### src/rtl/axi_sram_slv.sv
// axi_sram_slv: single-outstanding AXI slave on a single-port sync SRAM.
// One transaction at a time; AW/AR ties alternate between directions.
module axi_sram_slv #(
  parameter int ADDR_WIDTH = 14
) (
  input  logic                  clk,
  input  logic                  rstn,
  input  logic [9:0]            s_awid,
  input  logic [31:0]           s_awaddr,
  input  logic [7:0]            s_awlen,
  input  logic [2:0]            s_awsize,
  input  logic [1:0]            s_awburst,
  input  logic                  s_awvalid,
  output logic                  s_awready,
  input  logic [9:0]            s_wid,
  input  logic [31:0]           s_wdata,
  input  logic [3:0]            s_wstrb,
  input  logic                  s_wlast,
  input  logic                  s_wvalid,
  output logic                  s_wready,
  output logic [9:0]            s_bid,
  output logic [1:0]            s_bresp,
  output logic                  s_bvalid,
  input  logic                  s_bready,
  input  logic [9:0]            s_arid,
  input  logic [31:0]           s_araddr,
  input  logic [7:0]            s_arlen,
  input  logic [2:0]            s_arsize,
  input  logic [1:0]            s_arburst,
  input  logic                  s_arvalid,
  output logic                  s_arready,
  output logic [9:0]            s_rid,
  output logic [31:0]           s_rdata,
  output logic [1:0]            s_rresp,
  output logic                  s_rlast,
  output logic                  s_rvalid,
  input  logic                  s_rready,
  output logic                  sram_cs,
  output logic                  sram_we,
  output logic [ADDR_WIDTH-1:0] sram_a,
  output logic [3:0]            sram_byte,
  output logic [31:0]           sram_di,
  input  logic [31:0]           sram_do
);

  typedef enum logic [2:0] {
    IDLE, WDATA, WRESP, RREQ, RDATA
  } state_t;

  state_t                state, state_nxt;
  logic                  en;
  logic                  last_w;
  logic [9:0]            id;
  logic [ADDR_WIDTH-1:0] cur, cur_nxt;
  logic [7:0]            len, cnt;
  logic                  fixed;
  logic [1:0]            err;
  logic                  wl_err;
  logic                  gnt_w, gnt_r;
  logic                  aw_hs, ar_hs;
  logic                  w_hs, r_hs;
  logic                  last, ok;
  logic [1:0]            resp, dec;
  logic [9:0]            a_id;
  logic [31:0]           a_addr;
  logic [7:0]            a_len;
  logic [2:0]            a_size;
  logic [1:0]            a_burst;
  logic                  unused;

  assign unused = ^{s_wid, a_addr[1:0]};

  // Ties go to the direction not granted last time
  assign gnt_w = s_awvalid & (~s_arvalid | ~last_w);
  assign gnt_r = s_arvalid & (~s_awvalid | last_w);
  assign s_awready = en & (state == IDLE) & gnt_w;
  assign s_arready = en & (state == IDLE) & gnt_r;
  assign aw_hs = s_awvalid & s_awready;
  assign ar_hs = s_arvalid & s_arready;

  assign a_id    = aw_hs ? s_awid    : s_arid;
  assign a_addr  = aw_hs ? s_awaddr  : s_araddr;
  assign a_len   = aw_hs ? s_awlen   : s_arlen;
  assign a_size  = aw_hs ? s_awsize  : s_arsize;
  assign a_burst = aw_hs ? s_awburst : s_arburst;

  always_comb begin
    dec = 2'b00;
    if (|a_addr[31:ADDR_WIDTH+2])
      dec = 2'b11;
    else if (a_size != 3'd2 || a_burst[1])
      dec = 2'b10;
  end

  assign w_hs    = (state == WDATA) & s_wvalid;
  assign r_hs    = (state == RDATA) & s_rready;
  assign last    = (cnt == len);
  assign ok      = (err == 2'b00);
  assign cur_nxt = fixed ? cur : cur + ADDR_WIDTH'(1);
  assign resp    = ok ? {wl_err, 1'b0} : err;

  always_ff @(posedge clk or negedge rstn) begin
    if (!rstn) begin
      state  <= IDLE;
      en     <= 1'b0;
      last_w <= 1'b1;
      id     <= '0;
      cur    <= '0;
      len    <= '0;
      cnt    <= '0;
      fixed  <= 1'b0;
      err    <= 2'b00;
      wl_err <= 1'b0;
    end else begin
      state <= state_nxt;
      en    <= 1'b1;
      if (aw_hs | ar_hs) begin
        last_w <= aw_hs;
        id     <= a_id;
        cur    <= a_addr[ADDR_WIDTH+1:2];
        len    <= a_len;
        fixed  <= (a_burst == 2'b00);
        cnt    <= '0;
        err    <= dec;
        wl_err <= 1'b0;
      end
      if (w_hs) begin
        cnt <= cnt + 8'd1;
        cur <= cur_nxt;
        if (s_wlast != last)
          wl_err <= 1'b1;
      end
      if (r_hs && !last) begin
        cnt <= cnt + 8'd1;
        cur <= cur_nxt;
      end
    end
  end

  always_comb begin
    state_nxt = state;
    s_wready  = 1'b0;
    s_bvalid  = 1'b0;
    s_bid     = '0;
    s_bresp   = 2'b00;
    s_rvalid  = 1'b0;
    s_rid     = '0;
    s_rdata   = '0;
    s_rresp   = 2'b00;
    s_rlast   = 1'b0;
    sram_cs   = 1'b0;
    sram_we   = 1'b0;
    sram_a    = '0;
    sram_byte = 4'b0000;
    sram_di   = '0;
    unique case (state)
      IDLE: begin
        if (aw_hs)
          state_nxt = WDATA;
        else if (ar_hs)
          state_nxt = RREQ;
      end
      WDATA: begin
        s_wready = 1'b1;
        if (s_wvalid) begin
          if (ok) begin
            sram_cs   = 1'b1;
            sram_we   = 1'b1;
            sram_a    = cur;
            sram_byte = s_wstrb;
            sram_di   = s_wdata;
          end
          if (last)
            state_nxt = WRESP;
        end
      end
      WRESP: begin
        s_bvalid = 1'b1;
        s_bid    = id;
        s_bresp  = resp;
        if (s_bready)
          state_nxt = IDLE;
      end
      RREQ: begin
        sram_cs   = ok;
        sram_a    = ok ? cur : '0;
        state_nxt = RDATA;
      end
      RDATA: begin
        // SRAM stays deselected here so sram_do holds under backpressure
        s_rvalid = 1'b1;
        s_rid    = id;
        s_rresp  = resp;
        s_rdata  = ok ? sram_do : '0;
        s_rlast  = last;
        if (s_rready)
          state_nxt = last ? IDLE : RREQ;
      end
      default: state_nxt = IDLE;
    endcase
  end

endmodule

### config.mk
export PLATFORM = sky130hd
export DESIGN_NAME = axi_sram_slv
export DESIGN_NICKNAME = d
export VERILOG_FILES = /design/src/rtl/axi_sram_slv.sv
export SDC_FILE = /design/constraint.sdc
export NUM_CORES = 1
export LEC_CHECK = 0
export ABC_AREA = 1
export CAP_MARGIN = 5
export CORE_AREA = 2 2 120 122
export CTS_CLUSTER_DIAMETER = 60
export CTS_CLUSTER_SIZE = 28
export DETAILED_ROUTE_END_ITERATION = 10
export DIE_AREA = 0 0 122 124
export DONT_BUFFER_PORTS = 1
export GPL_TIMING_DRIVEN = 0
export SYNTH_ARGS = -nofsm -noshare
export SYNTH_HDL_FRONTEND = slang
export SYNTH_SLANG_ARGS = --single-unit
### constraint.sdc
create_clock -name clk -period 2.9 [get_ports clk]
set_input_delay 0.145 -clock clk [delete_from_list [all_inputs] [get_ports clk]]
set_output_delay 0.145 -clock clk [all_outputs]
set_load 0.01 [all_outputs]
# After elaboration in Yosys (flattened, before gate mapping)
# Index checks and enable logic that the tools add are counted.
[classes]
addsub = 2
n_mul = 0
div = 0
order_cmp = 0
n_eq_ne = 12
shifts = 0
muxes = 49
n_bitwise = 15
n_reduce_logical = 9
[op_table]
columns = ["op", "n"]
rows = [
  ["two-way mux 32 bit", 6],
  ["two-way mux 14 bit", 6],
  ["two-way mux 8 bit", 4],
  ["two-way mux 10 bit", 3],
  ["one-hot mux 14 bit (2 select lines)", 1],
  ["two-way mux 3 bit", 7],
  ["OR reduction 16 bit", 1],
  ["one-hot mux 3 bit (5 select lines)", 1],
  ["adder 14 x 1 -> 14 bit (second input constant)", 1],
  ["two-way mux 2 bit", 7],
  ["two-way mux 4 bit", 3],
  ["two-way mux 1 bit", 10],
  ["AND 1 bit", 9],
  ["adder 8 x 1 -> 8 bit (second input constant)", 1],
  ["== test 8 bit", 1],
  ["inequality test 2 bit (second input constant)", 4],
  ["== test 3 x 2 -> 1 bit (second input constant)", 2],
  ["AND reduction 5 bit", 1],
  ["logical NOT 2 bit", 2],
  ["== test 3 x 1 -> 1 bit (second input constant)", 1],
  ["== test 3 bit (second input constant)", 1],
  ["logical NOT 3 bit", 1],
  ["inequality test 3 x 2 -> 1 bit (second input constant)", 1],
  ["inequality test 3 bit (second input constant)", 1],
  ["8 further kinds", 12],
]
[totals]
ff_bits = 49
latchBits = 0
mem_bits_rw = 0
rom_bits = 0
input_bits = 196
out_inout_bits = 114
n_memories = 0

# Depth between registers and ports, before layout
# Gate-level depths: netlist of the first run.
[logic_depth]
depth_word = 10
mapped_depth = 12

# Worst setup path after synthesis of the first run
# No wires, ideal clock.
[synth_path]
kind = "reg-to-output"
startpoint = "register err[0]"
endpoint = "output sram_byte[0]"
t_arrival_ps = 1443
t_required_ps = 2755
slack_ps = 1312
stages_incl_launch_ff = 7
cell_sequence = "dfrtp_1 > nor2_1 > inv_1 > nor2_1 > inv_2 > buf_2 > nor2_1"
[synth_via]
elab_chain_cells = 4
[synth_lines]
columns = ["item", "line_no", "rtl"]
rows = [
  ["start: declaration", "57", "logic [1:0] err;"],
  ["start signal: assignment", "112", "err <= 2'b00;"],
  ["start signal: assignment", "124", "err <= dec;"],
  ["logical NOT 2 bit", "98", "assign ok = (err == 2'b00);"],
  ["two-way mux 4 bit", "166", "if (ok) begin"],
  ["two-way mux 4 bit", "165", "if (s_wvalid) begin"],
  ["two-way mux 4 bit", "156", "unique case (state)"],
  ["end: declaration", "41", "output logic [3:0] sram_byte,"],
]
# Every way passes these cells.

# Final worst setup path of the first run
[layout_path]
startpoint = "register err[1]"
endpoint = "output sram_di[16]"
[layout_via]
elab_chain_cells = 4
[layout_lines]
columns = ["item", "line_no", "rtl"]
rows = [
  ["logical NOT 2 bit", "98", ""],
  ["two-way mux 32 bit", "166", ""],
  ["two-way mux 32 bit", "165", ""],
  ["two-way mux 32 bit", "156", ""],
  ["end: declaration", "42", "output logic [31:0] sram_di,"],
]
# Every way passes these cells.

==> results.py, run 1 <==
metrics = {
    "outcome": {
        "outcome": "completed",
    },
    "timing": {
        "fin_crit_ns": 2.48,
        "slew_headroom_pct": 56.9,
        "layout_worst_path_cycle_share_pct": 85.5,
        "drv_slew": 0,
        "grt_setup_unrepaired": "no",
        "tightest_slew_ns": 0.647,
        "timing.fmax_mhz": 403,
        "fin_ws_ns": 0.420,
        "tns_ns": 0,
        "hold_viol": 0,
        "skew_ns": 0.00669,
        "setup_viol": 0,
    },
    "grt": {
        "grt.total_usage_pct": 19.7,
        "grt_max_degree": 50,
        "grt_pass1_vias": 3726,
        "grt.overflow.total": 0,
        "grt_pass1_wl_um": 21600,
        "antenna_found_initial": 4,
    },
    "layout": {
        "mostFrequentLayoutCell": "nand2_1",
        "drive_above_1_share_pct": 8.58,
        "nets": 873,
        "final_cell_mix": "nand2_1 (166), nor2_1 (158), inv_1 (100), dfrtp_1 (48), o21ai_0 (40)",
        "area_delta_synth_final_pct": 10.6,
    },
    "routing": {
        "vias": 4193,
        "drt_iter0_markers": 312,
        "drc": 0,
        "firstDrtPassIters": 5,
        "wl_per_cell_um": 18.6,
        "ant_nets": 0,
        "routed_via_density": 4.89,
        "wirelength_um": 15900,
    },
    "cts": {
        "ctsHtreeMaxLevel": 2,
        "cts_root_buf": "clkbuf_16",
        "postCtsHoldBufs": 3,
        "numCtsBuffers": 5,
        "cts_tree": "done",
        "post_cts_buffers": 0,
        "path_clk_slew_ns": 0.08,
        "cts_sinks": 49,
        "cts.repair.resized": 0,
        "cts_buffer_depth": 2,
        "clkLatencyLatePin_ns": 0.31,
    },
    "setup_path": {
        "criticalPathCategory": "reg2out",
        "critical_path.top_delay_family": "simple AND/OR/NAND/NOR gates",
        "worstPathCellList": "nor2_1 > inv_1 > nor2_1 > inv_2 > buf_2 > nor2_1",
        "cp_slowest_cell": "dfrtp_1",
        "max_stage_delay_ns": 0.42,
        "crit_buf_inv": 3,
        "critical_path.most_common_cell": "nor2_1",
        "cp_max_fo": 10,
        "start_kind": "flop",
        "crit_path_end_kind": "output pin",
        "required_ns": 2.76,
        "critical_path_arrival_ns": 2.33,
    },
    "power": {
        "seqPwrFrac_pct": 33.9,
        "comb_power_share_pct": 49.4,
        "powerDensity_nw_per_um2": 843,
        "p_sw_share_pct": 47.8,
        "switching_power_mw": 1.78,
        "ir_drop_mv": 0.338,
        "clkPwrFrac_pct": 16.7,
        "p_leak_nw": 2.14,
        "p_int_mw": 1.95,
    },
    "place": {
        "place.gp.congestion": 0.869,
        "post-place-ws_ns": 0.781,
        "hpwl_um": 12800,
        "io_buffers": 0,
    },
    "flow_run": {
        "max_cap_violations": 0,
    },
    "floorplan": {
        "ioPinCount": 310,
        "num_rows": 43,
        "die_w_um": 122,
        "core_um2": 13700,
        "die-area_um2": 15100,
        "die_y_um": 124,
        "start_util_pct": 29.2,
    },
    "synth": {
        "ys_seq_elements": 49,
        "yosysSeqAreaShare_pct": 30.6,
        "syn_area_um2": 4010,
        "yosys_warnings": 0,
        "synth_nets": 863,
        "postSynthCellCount": 665,
        "avgSynthCellArea_um2": 6.02,
        "synth.distinct_cells": 34,
    },
    "hold_path": {
        "min_path_type": "in2reg",
    },
}
[power by group through the flow]
stage,logic (mW),clock network [mW],registers [mW]
finish,1.84,0.622,1.27
global route,2.10,0.669,1.32
CTS,1.87,0.643,1.26
detailed placement,1.84,0,1.28
global placement,1.82,0,1.27
floorplan,1.42,0,1.21
[Yosys cell counts]
cell	number	area (um2)
inv_1	100	375
dfrtp_1	48	1200
o22ai_1	16	100
nor2_4	2	22.5
nand2_4	4	45.0
buf_6	5	56.3
buf_1	1	3.75
ha_1	2	25.0
o211ai_1	8	60.1
nor3_1	3	15.0
buf_4	5	37.5
nand3_1	28	140
nor2_2	4	25.0
buf_2	10	50.1
nand2_2	1	6.26
nor2_1	158	593
nand3_2	1	10.0
a21oi_4	1	16.3
xnor2_1	4	35.0
or3b_2	1	8.76
o21ai_0	40	200
conb_1	1	3.75
nand2_1	166	623
nand3b_1	4	30.0
nand4_1	5	31.3
clkbuf_1	9	33.8
dfstp_2	1	26.3
inv_4	1	6.26
a21oi_2	1	8.76
a21oi_1	9	45.0
inv_2	5	18.8
xor2_1	10	87.6
or2_2	7	43.8
o21ai_1	4	20.0
[flip-flops by register name, indices dropped and copies added (netlist names)]
name    count
len         8
wl_err      1
fixed       1
cur        14
last_w      1
err         2
state       3
cnt         8
id         10
en          1
[metal layers]
layer / track usage [%] / vias up / share of wire (%)
li1: - / 2052 / -
met1: 25.4 / 1923 / 43
met2: 31.9 / 194 / 47
met3: 5.31 / 20 / 7.8
met4: 6.54 / 4 / 1.9
met5: 0 / - / 0.16
[logic make-up (layout without fill, tap and decap cells)]
group,Yosys count,in the layout,share of synthesized area [%]
AO/OA/AOI/OAI,79,79,11.2
XOR/XNOR,14,14,3.06
adder cells (fa/ha/maj),2,2,0.625
buffers and inverters,136,147,14.5
flip-flops,49,49,30.6
other,1,3,0.0936
AND/OR/NAND/NOR,384,384,39.8
[final timing paths]
path	startpoint	end	slack, ns	depth (start not counted)
setup reg to reg	state[1]	cur[3]	0.87	7
hold / removal	s_bready	state[1]	0.01	2
setup / recovery	err[1]	sram_di[16]	0.42	6
hold reg to reg	wl_err	wl_err	0.51	2
max in group asynchronous	rstn	last_w	2.25	2
min in group asynchronous	rstn	cur[0]	0.35	2
[cell type report]
class / count / area, um2
diodes: 2 / 5.00
plain buffers: 30 / 181
clock buffers: 5 / 125
clock inverters: 3 / 21.3
fillers: 1557 / 9290
inverters: 106 / 400
multi-input cells: 480 / 2200
flip-flops and latches: 49 / 1230
well taps: 180 / 225
repair buffers: 3 / 47.5
[per-stage QoR]
stage	instance area (um2)	utilization, %	hold WS, ns	power [mW]	cells
2_1_floorplan	4010	-	-0.151	2.63	665
3_3_place_gp	4230	30.8	-0.147	3.09	845
3_5_place_dp	4230	30.8	-0.147	3.12	845
4_1_cts	4420	32.2	0.00410	3.78	856
5_1_grt	4430	32.3	0.00980	4.08	857
6_report	4430	32.3	0.0142	3.73	858
[worst register-to-register path, stage by stage (launching register included)]
cell      delay, ns
dfrtp_1        0.41
nor2_2         0.17
nand3_2        0.15
nor2_4         0.23
inv_2          0.15
clkbuf_1       0.33
o211ai_1       0.37
nand3_1        0.11
(Power assumes the default switching activity.)
==> run 2: changes to the inputs <==
--- a/config.mk
+++ b/config.mk
@@ -14,6 +14,7 @@
 export DIE_AREA = 0 0 122 124
 export DONT_BUFFER_PORTS = 1
 export GPL_TIMING_DRIVEN = 0
+export SETUP_SLACK_MARGIN = 0.5
 export SYNTH_ARGS = -nofsm -noshare
 export SYNTH_HDL_FRONTEND = slang
 export SYNTH_SLANG_ARGS = --single-unit
==> results.py, run 2 (same netlist as run 1, synthesis figures left out) <==
metrics = {
    "timing": {
        "skew_ns": 0.00669,
        "hold_viol": 0,
        "drv_slew": 0,
        "setup_viol": 0,
        "grt_setup_unrepaired": "no",
        "slew_headroom_pct": 56.7,
        "tns_ns": 0,
        "hold_slack_ns": 0.0142,
        "fin_crit_ns": 2.19,
        "tightest_slew_ns": 0.649,
        "layout_worst_path_cycle_share_pct": 75.7,
        "timing.fmax_mhz": 456,
        "fin_ws_ns": 0.706,
    },
    "routing": {
        "drt_iter0_markers": 314,
        "vias": 4191,
        "routed_via_density": 4.88,
        "wirelength_um": 15900,
        "drc": 0,
        "firstDrtPassIters": 5,
        "ant_nets": 0,
        "wl_per_cell_um": 18.6,
    },
    "cts": {
        "ctsHtreeMaxLevel": 2,
        "numCtsBuffers": 5,
        "path_clk_slew_ns": 0.07,
        "cts_tree": "done",
        "post_cts_buffers": 0,
        "cts_root_buf": "clkbuf_16",
        "clkLatencyLatePin_ns": 0.31,
        "cts_buffer_depth": 2,
        "cts_sinks": 49,
    },
    "setup_path": {
        "crit_path_end_kind": "output pin",
        "critical_path.most_common_cell": "nor2_2",
        "start_kind": "flop",
        "crit_buf_inv": 4,
        "cp_slowest_cell": "dfrtp_1",
        "r2r-start": "state[1]",
        "required_ns": 2.76,
        "worstPathCellList": "inv_1 > nor2_2 > nand2_1 > nor2_2 > inv_1 > nor2_2 > inv_2 > buf_2 > nor2_1",
        "max_stage_delay_ns": 0.37,
        "critical_path_arrival_ns": 2.05,
        "cp-startpoint": "state[0]",
        "critical_path.top_delay_family": "simple AND/OR/NAND/NOR gates",
        "criticalPathCategory": "reg2out",
        "cp_max_fo": 10,
        "r2r_slack_ns": 0.87,
    },
    "floorplan": {
        "core_um2": 13700,
        "start_util_pct": 29.2,
        "die_y_um": 124,
        "die_w_um": 122,
        "num_rows": 43,
        "die-area_um2": 15100,
        "ioPinCount": 310,
    },
    "layout": {
        "regMostFlops": "cur",
        "final_cell_mix": "nand2_1 (166), nor2_1 (156), inv_1 (100), dfrtp_1 (48), o21ai_0 (40)",
        "area_delta_synth_final_pct": 10.7,
        "nets": 873,
        "postLayoutCoreUtil_pct": 32.3,
        "largest_reg_flops": 14,
        "mostFrequentLayoutCell": "nand2_1",
        "reg.largest.list": "cur (14), id (10)",
        "drive_above_1_share_pct": 8.88,
        "stdcell_area_um2": 4430,
    },
    "place": {
        "hpwl_um": 12800,
        "io_buffers": 0,
        "placed_area_um2": 4230,
        "place.gp.congestion": 0.869,
        "post-place-ws_ns": 0.781,
    },
    "grt": {
        "grt_pass1_vias": 3726,
        "grt_pass1_wl_um": 21600,
        "antenna_found_initial": 4,
        "grt.total_usage_pct": 19.7,
        "grt.overflow.total": 0,
        "grt_max_degree": 50,
    },
    "power": {
        "p_leak_nw": 2.14,
        "powerDensity_nw_per_um2": 842,
        "ir_drop_mv": 0.338,
    },
    "flow_run": {
        "max_cap_violations": 0,
    },
    "hold_path": {
        "min_path_type": "in2reg",
        "hold_path.startpoint": "s_bready",
    },
    "outcome": {
        "outcome": "completed",
    },
}
[run 2: layout make-up]
class | count | area (um2)
timing repair buffer | 3 | 47.5
clock inverter | 3 | 21.3
tap | 180 | 225
multi-input combinational | 480 | 2200
buffer | 30 | 181
clock buffer | 5 | 125
sequential | 49 | 1230
inverter | 106 | 400
fill | 1555 | 9290
antenna | 2 | 5.00
[run 2: path summary, 6_finish.rpt]
| kind | end | cells after the start |
|---|---|---|
| max | sram_di[16] | 9 |
| min | state[1] | 2 |
| max reg2reg | cur[3] | 7 |
| min reg2reg | wl_err | 2 |
| max in group asynchronous | last_w | 2 |
| min in group asynchronous | cur[0] | 2 |
[run 2: per-layer routing]
metal	global-route usage (%)	up-vias	share of wire (%)
met3	5.31	20	7.9
met2	31.9	196	47
met1	25.4	1918	43
met5	0	-	0.16
met4	6.54	4	1.9
li1	-	2053	-
[run 2: timing repair]
action / in CTS / in global routing
setup endpoints to repair: 30 / 30
hold buffers: 3 / 0
gates resized for setup: 1 / 1
hold endpoints to repair: 50 / 0
[run 2: stage by stage]
step	cells	power, mW
CTS	856	3.78
floorplan	665	2.63
detailed placement	845	3.12
global route	857	4.08
global placement	845	3.09
finish	858	3.74
[run 2: where the power goes]
part / switching, mW / internal, mW
Combinational: 1.22 / 0.623
Sequential: 0.265 / 1.00
Clock: 0.300 / 0.323
[run 2: worst register-to-register path, delay by kind of cell (launching register included)]
kind	cells	cell delay (ns)
buffers and inverters	2	0.48
AOI/OAI and AO/OA	1	0.37
DFF	1	0.41
and+or+nand+nor	4	0.66
